$ cat config.mk
export PLATFORM = sky130hd
export DESIGN_NAME = debounce_multi
export DESIGN_NICKNAME = d
export VERILOG_FILES = /design/src/rtl/debounce_multi.sv
export SDC_FILE = /design/constraint.sdc
export NUM_CORES = 1
export LEC_CHECK = 0
export ABC_AREA = 1
export CAP_MARGIN = 40
export CORE_MARGIN = 2
export CORE_UTILIZATION = 45
export DETAILED_ROUTE_END_ITERATION = 8
export HOLD_SLACK_MARGIN = 0.05
export PLACE_DENSITY = 0.61
export SYNTH_ARGS = -nofsm -noshare
export SYNTH_HDL_FRONTEND = slang
export SYNTH_SLANG_ARGS = --single-unit
$ cat constraint.sdc
create_clock -name clk -period 1.63 [get_ports clk]
set_clock_uncertainty 0.1 [all_clocks]
set_input_delay 0.163 -clock clk [delete_from_list [all_inputs] [get_ports clk]]
set_output_delay 0.163 -clock clk [all_outputs]
set_load 0.01 [all_outputs]
$ cat src/rtl/debounce_multi.sv
// Multi-channel debouncer. Each channel has a 2-flop synchroniser, a tick-qualified
// stability counter, a registered debounced level and one-cycle rise/fall pulses.
module debounce_multi #(
    parameter int unsigned         CHANNELS     = 4,
    parameter int unsigned         CNT_WIDTH    = 16,
    parameter int unsigned         STABLE_COUNT = 50000,
    parameter logic [CHANNELS-1:0] IDLE_LEVEL   = {CHANNELS{1'b0}}
) (
    input  logic                clk,
    input  logic                reset_n,
    input  logic                tick,
    input  logic [CHANNELS-1:0] din,
    output logic [CHANNELS-1:0] dout,
    output logic [CHANNELS-1:0] rise,
    output logic [CHANNELS-1:0] fall,
    output logic [CHANNELS-1:0] busy
);

    // STABLE_COUNT may equal 2^CNT_WIDTH, so only the terminal value has to fit.
    localparam logic [CNT_WIDTH-1:0] CNT_LAST = CNT_WIDTH'(STABLE_COUNT - 1);

    logic [CHANNELS-1:0]  sync1_q;
    logic [CHANNELS-1:0]  sync2_q;
    logic [CHANNELS-1:0]  dout_q;
    logic [CHANNELS-1:0]  dout_d;
    logic [CHANNELS-1:0]  rise_q;
    logic [CHANNELS-1:0]  fall_q;
    logic [CNT_WIDTH-1:0] cnt_q [CHANNELS];
    logic [CNT_WIDTH-1:0] cnt_d [CHANNELS];

    // Any match restarts the window; a full window of qualifying ticks commits the new level.
    always_comb begin
        dout_d = dout_q;
        cnt_d  = cnt_q;
        for (int i = 0; i < CHANNELS; i++) begin
            if (sync2_q[i] == dout_q[i]) begin
                cnt_d[i] = '0;
            end else if (tick) begin
                if (cnt_q[i] == CNT_LAST) begin
                    dout_d[i] = sync2_q[i];
                    cnt_d[i]  = '0;
                end else begin
                    cnt_d[i] = cnt_q[i] + CNT_WIDTH'(1);
                end
            end
        end
    end

    always_ff @(posedge clk or negedge reset_n) begin
        if (!reset_n) begin
            sync1_q <= IDLE_LEVEL;
            sync2_q <= IDLE_LEVEL;
            dout_q  <= IDLE_LEVEL;
            rise_q  <= '0;
            fall_q  <= '0;
            cnt_q   <= '{default: '0};
        end else begin
            sync1_q <= din;
            sync2_q <= sync1_q;
            dout_q  <= dout_d;
            rise_q  <= dout_d & ~dout_q;
            fall_q  <= ~dout_d & dout_q;
            cnt_q   <= cnt_d;
        end
    end

    assign dout = dout_q;
    assign rise = rise_q;
    assign fall = fall_q;
    assign busy = sync2_q ^ dout_q;

endmodule

### After elaboration in Yosys (flattened, before gate mapping)

Cells that the tools add are included.

* register bits: 84
* bits of input ports: 7
* output and inout bits: 16
* logic and storage cells: 54

* add/sub/neg operators: 4
* equality and inequality tests: 8
* muxes and demuxes: 24
* bitwise operators: 5
* reductions and logical operators: 4

Operators by type and width (number)
* $mux W16: 12
* $add A16 B1 Y16 const B: 4
* $eq A16 B16 Y1 const B: 4
* $mux W1: 12
* $and A4 B4 Y4: 2
* $not A4 Y4: 2
* $reduce_bool A2 Y1: 4
* $eq A1 B1 Y1: 4
* $xor A4 B4 Y4: 1

### Longest topological paths before layout

* depth in word-level cells: 6
* mapped depth: 10
* mapped depth without buffers: 10

### Worst setup path before layout

Ideal clock, no wire load.

* path type: register to register
* start point: register cnt_q[32] in the netlist's numbering
* end point: register cnt_q[33] in the netlist's numbering
* setup time: 65 ps
* data arrival time: 1275 ps
* data required time: 1465 ps
* path slack: 190 ps
* cell stages (with the launch flop): 11
* buffers on the path: 0
* period minus slack after synthesis: 1440 ps
* path through: dfrtp_1 -> ha_1 -> nand2_2 -> inv_1 -> nand2_1 -> nor2_1 -> nand2_1 -> nand2_1 -> nor2_1 -> nand2_1 -> nand2_1

* longest elaborated chain between the ends: 4
* elaborated cells between the ends (all ways): 5
* classes of those cells: add/sub: 1; eq/ne: 1; mux: 3

Ends and longest elaborated chain
* start, declared: RTL line 28 `logic [CNT_WIDTH-1:0] cnt_q [CHANNELS];`
* start signal, assigned: RTL line 63 `cnt_q <= cnt_d;`
* $add A16 B1 Y16 or $eq A16 B16 Y1 (tied branches): RTL line 43, 39
* $mux W16 *: RTL line 39 `if (cnt_q[i] == CNT_LAST) begin`
* $mux W16 *: RTL line 38 `end else if (tick) begin`
* $mux W16 *: RTL line 36 `if (sync2_q[i] == dout_q[i]) begin`

Every way passes the cells marked *; elsewhere a longest branch is shown, timed or not. The select of a mux whose other input is x is not followed.
A chain may end at the register's enable or synchronous reset.

### Worst setup path in the final report

* start point: register dout_q[0], in the netlist dout[0]
* end point: output dout[0]

RTL lines
* start, declared: RTL line 24 `logic [CHANNELS-1:0] dout_q;`
* start signal, assigned: RTL line 60 `dout_q <= dout_d;`
* end, declared: RTL line 13 `output logic [CHANNELS-1:0] dout,`

No word-level cell between the ends.

==> reports/qor.log <==
[setup_path] list of cells traversed by the critical path clkdlybuf4s50_1
[setup_path] Reg-to-Reg End cnt_q[31]
[clocking] number of H-tree levels 3
[sta] Slew Viols, Final 0
[routing] via count normalized by instance count 4.991
[die] total number of placement rows 38
[sta] normalized max-slew margin 70.30%
[power_and_ir_drop] Power Dens Cells 658.2 nW/um^2
[power_and_ir_drop] switching power as a share of total power 25.32%
[synthesis] number of distinct library cell variants in the gate-level netlist after synthesis 28
[sta] maximum clock rate 0.6424 GHz
[placement] post-detailed-placement cell area 5653 um^2
[die] core footprint 10840 um^2
[status] run status complete, no violations
[setup_path] capturing element type of the critical path output pin
[sta] Worst Max-Slew Pin Slew 0.4439 ns
[setup_path] R2R setup slack 0.10 ns
[synthesis] cell area after synthesis 4984 um^2
[synthesis] count of flip-flops with a built-in enable after synthesis 0
[setup_path] standard cell with the maximum stage delay on the critical path sky130_fd_sc_hd__clkdlybuf4s50_1
[setup_path] type of the setup path with the least slack reg2out
[synthesis] Synth Warn # 0
[placement] last weighted congestion value of the routability-driven placer 0.9145
[global_routing] Overflow after GRT 0
[layout] Ant. Diodes 0
[setup_path] startpoint kind of the worst setup timing path flop
[die] width of the die 109.2 um
[synthesis] total of flip-flops plus latches after synthesis 84
[clocking] Root Driver sky130_fd_sc_hd__clkbuf_8
[clocking] worst skew pair latency 0.37 ns
[setup_path] largest fanout of any net on the critical path 3
[routing] total wire length 11940 um
[layout] most frequent cells in the layout sky130_fd_sc_hd__nand2_1, sky130_fd_sc_hd__nor2_1, sky130_fd_sc_hd__dfrtp_1
[sta] Setup-failing EPs final 0
[global_routing] global routing usage summed across all routing layers 21.97%
[routing] remaining number of nets flagged by the antenna check after routing 0
[routing] number of iterations in the first detailed-routing pass 5
[sta] number of failing hold endpoints at the final stage 0
[synthesis] async set-or-reset flop fraction in the synthesized netlist 100.0%
[placement] Port Buf Inserts 22
[die] ports placed on the boundary 23
[sta] unrepaired setup endpoints after global routing true
[placement] estimated wirelength of the detail-placed design 8893 um
[routing] average wire length per cell after detail routing 12.78 um
[layout] most common library cell in the layout ignoring fill and taps sky130_fd_sc_hd__nand2_1
[setup_path] delay of the slowest cell on the worst path 0.55 ns
[clocking] clk buf depth 2
[worst_hold_path] worst hold path startpoint din[0]
[setup_path] cell family contributing the most delay on the critical path buffers and inverters
[setup_path] Buf/Inv on CP 1
[global_routing] pin count of the biggest net entering global routing 30
[sta] post-route setup TNS 0 ns
[global_routing] number of global-route vias before repair 4469
[job] # Max-Cap Violations 0
[power_and_ir_drop] Internal 2.961 mW
[sta] crit path time final 1.557 ns
[routing] remaining design rule violation count 0
[setup_path] Critical Path RT 1.37 ns
[power_and_ir_drop] switching pwr 1.004 mW
[setup_path] RR Startpoint cnt_q[16]
[setup_path] number of cells traversed by the worst register-to-register path 8
[layout] final core occ 55.57%
[global_routing] number of antenna violations at the first check in global routing 0
[worst_hold_path] worst hold stages 1
[power_and_ir_drop] largest voltage drop on the vdd net 389.3 uV
[layout] area growth from synthesis to layout 20.89%
[worst_hold_path] Min-Delay Endpoint sync1_q[0]
[synthesis] share of Yosys cell area claimed by the top area cell type 42.18%
[setup_path] worst endpoint data arrival time 1.29 ns
[synthesis] Area contributors post-synth sky130_fd_sc_hd__dfrtp_1, sky130_fd_sc_hd__nand2_1, sky130_fd_sc_hd__nor2_1
[layout] # fillers 1047
[worst_hold_path] kind of path behind the tightest hold check in2reg
[synthesis] library cell with the largest summed area after synthesis sky130_fd_sc_hd__dfrtp_1
[power_and_ir_drop] combinational group share of total power 8.1%
[synthesis] Seq/Total Area, Yosys 42.18%
[power_and_ir_drop] standby leakage power 2.769 nW
[layout] total non-filler cell area in the finished layout 6025 um^2
[power_and_ir_drop] fraction of power consumed by sequential logic 53.8%
[sta] period utilization 95.50%
[die] die area 11930 um^2
[synthesis] Cells after Synth 714
[routing] drt initial violations 216
[clocking] number of clock buffers inserted by TritonCTS 9
[synthesis] most instantiated flip-flop cell in the synthesis netlist sky130_fd_sc_hd__dfrtp_1
[die] Initial Utilization 45.97%
[clocking] clock slew seen by the registers of the worst setup and hold paths 0.08 ns
[routing] via count 4662
[synthesis] total nets after synthesis 725
[clocking] CTS sink cnt 84
[global_routing] first-pass GRT wire length 20660 um
[synthesis] Avg Inst Size Synth 6.980 um^2
[layout] ratio of cells with drive above 1 in the final layout 16.62%
[power_and_ir_drop] clock network fraction of design power 38.1%
[die] Die Span Y 109.2 um
[layout] number of nets in the layout 801
[clocking] TritonCTS clock tree done
-- sequential cells by signal (all words and copies together), names as in the netlist --
register / count
cnt_q: 64
dout: 4
fall: 4
rise: 4
sync1_q: 4
sync2_q: 4
-- routing by layer --
layer / share of wire, % / global-route usage [%] / vias up / wire length [um]
met1: 48 / 30.07 / 2184 / 5725
met2: 47 / 35.05 / 72 / 5649
li1: - / - / 2390 / -
met3: 3.0 / 3.706 / 16 / 353
met4: 1.7 / 8.137 / 0 / 205
met5: 0 / 0 / - / 0
-- kinds of logic (layout without fill, tap and decap cells) --
family	after synthesis	in the layout	synth area share, %
fa+ha+maj	4	4	1.004
compound gates	33	33	3.791
flops	84	84	42.18
simple gates	484	485	42.30
buf+inv	93	172	7.908
xor+xnor	16	16	2.812
-- power groups by stage --
stage | clock network, mW | logic, mW | registers (mW)
finish | 1.51 | 0.319 | 2.13
global route | 1.67 | 0.360 | 2.14
CTS | 1.57 | 0.307 | 2.13
detailed placement | 0 | 0.305 | 2.18
global placement | 0 | 0.301 | 2.17
floorplan | 0 | 0.142 | 2.17
-- area by class of cell --
class	instances	area [um^2]	share of cell area [%]
repair buffers	70	606.8	10.07
clock inverters	5	52.55	0.8723
well taps	140	175.2	2.908
clock buffers	10	137.6	2.285
flip-flops and latches	84	2102	34.89
inverters	87	339.1	5.628
multi-input cells	538	2611	43.34
-- Yosys cell counts, drive strengths merged (4+ instances only) --
cell / count
a21oi: 4
buf: 6
dfrtp: 84
ha: 4
inv: 86
nand2: 254
nand3: 57
nand4: 27
nor2: 141
nor3: 4
o21ai: 21
o21bai: 7
xor2: 16
-- per-stage QoR --
step / std cells / total power [mW] / hold WS, ns / setup slack [ns]
5_1_grt: 934 / 4.169 / 0.1144 / -0.02494
4_1_cts: 928 / 4.012 / 0.1112 / 0.001653
6_report: 934 / 3.965 / 0.1280 / 0.07341
3_5_place_dp: 910 / 2.481 / 0.02772 / -0.09995
2_1_floorplan: 714 / 2.317 / -0.2326 / 0.1898
3_3_place_gp: 910 / 2.475 / 0.02204 / -0.03681
-- what timing repair did --
| item | CTS | global route |
|---|---|---|
| resized for setup | 14 | 36 |
| setup buffers | 2 | 5 |
| endpoints found under the hold margin | 84 | 0 |
| pin swaps | 0 | 4 |
| cloned | 0 | 1 |
| endpoints found under the setup margin | 11 | 52 |
| hold buffers | 1 | 0 |
-- how the worst max path moves through the flow --
| stage | slack [ns] | endpoint | startpoint | cells after the start |
|---|---|---|---|---|
| 2_1_floorplan | 0.19 | cnt_q[33] | cnt_q[32] | 10 |
| 3_3_place_gp | -0.04 | cnt_q[27] | tick | 5 |
| 3_5_place_dp | -0.1 | cnt_q[31] | tick | 7 |
| 4_1_cts | 0.002 | busy[1] | dout[1] | 4 |
| 5_1_grt | -0.02 | cnt_q[1] | cnt_q[11] | 8 |
| 6_report | 0.07 | dout[0] | dout[0] | 1 |
Power figures use the tool's default switching activity.
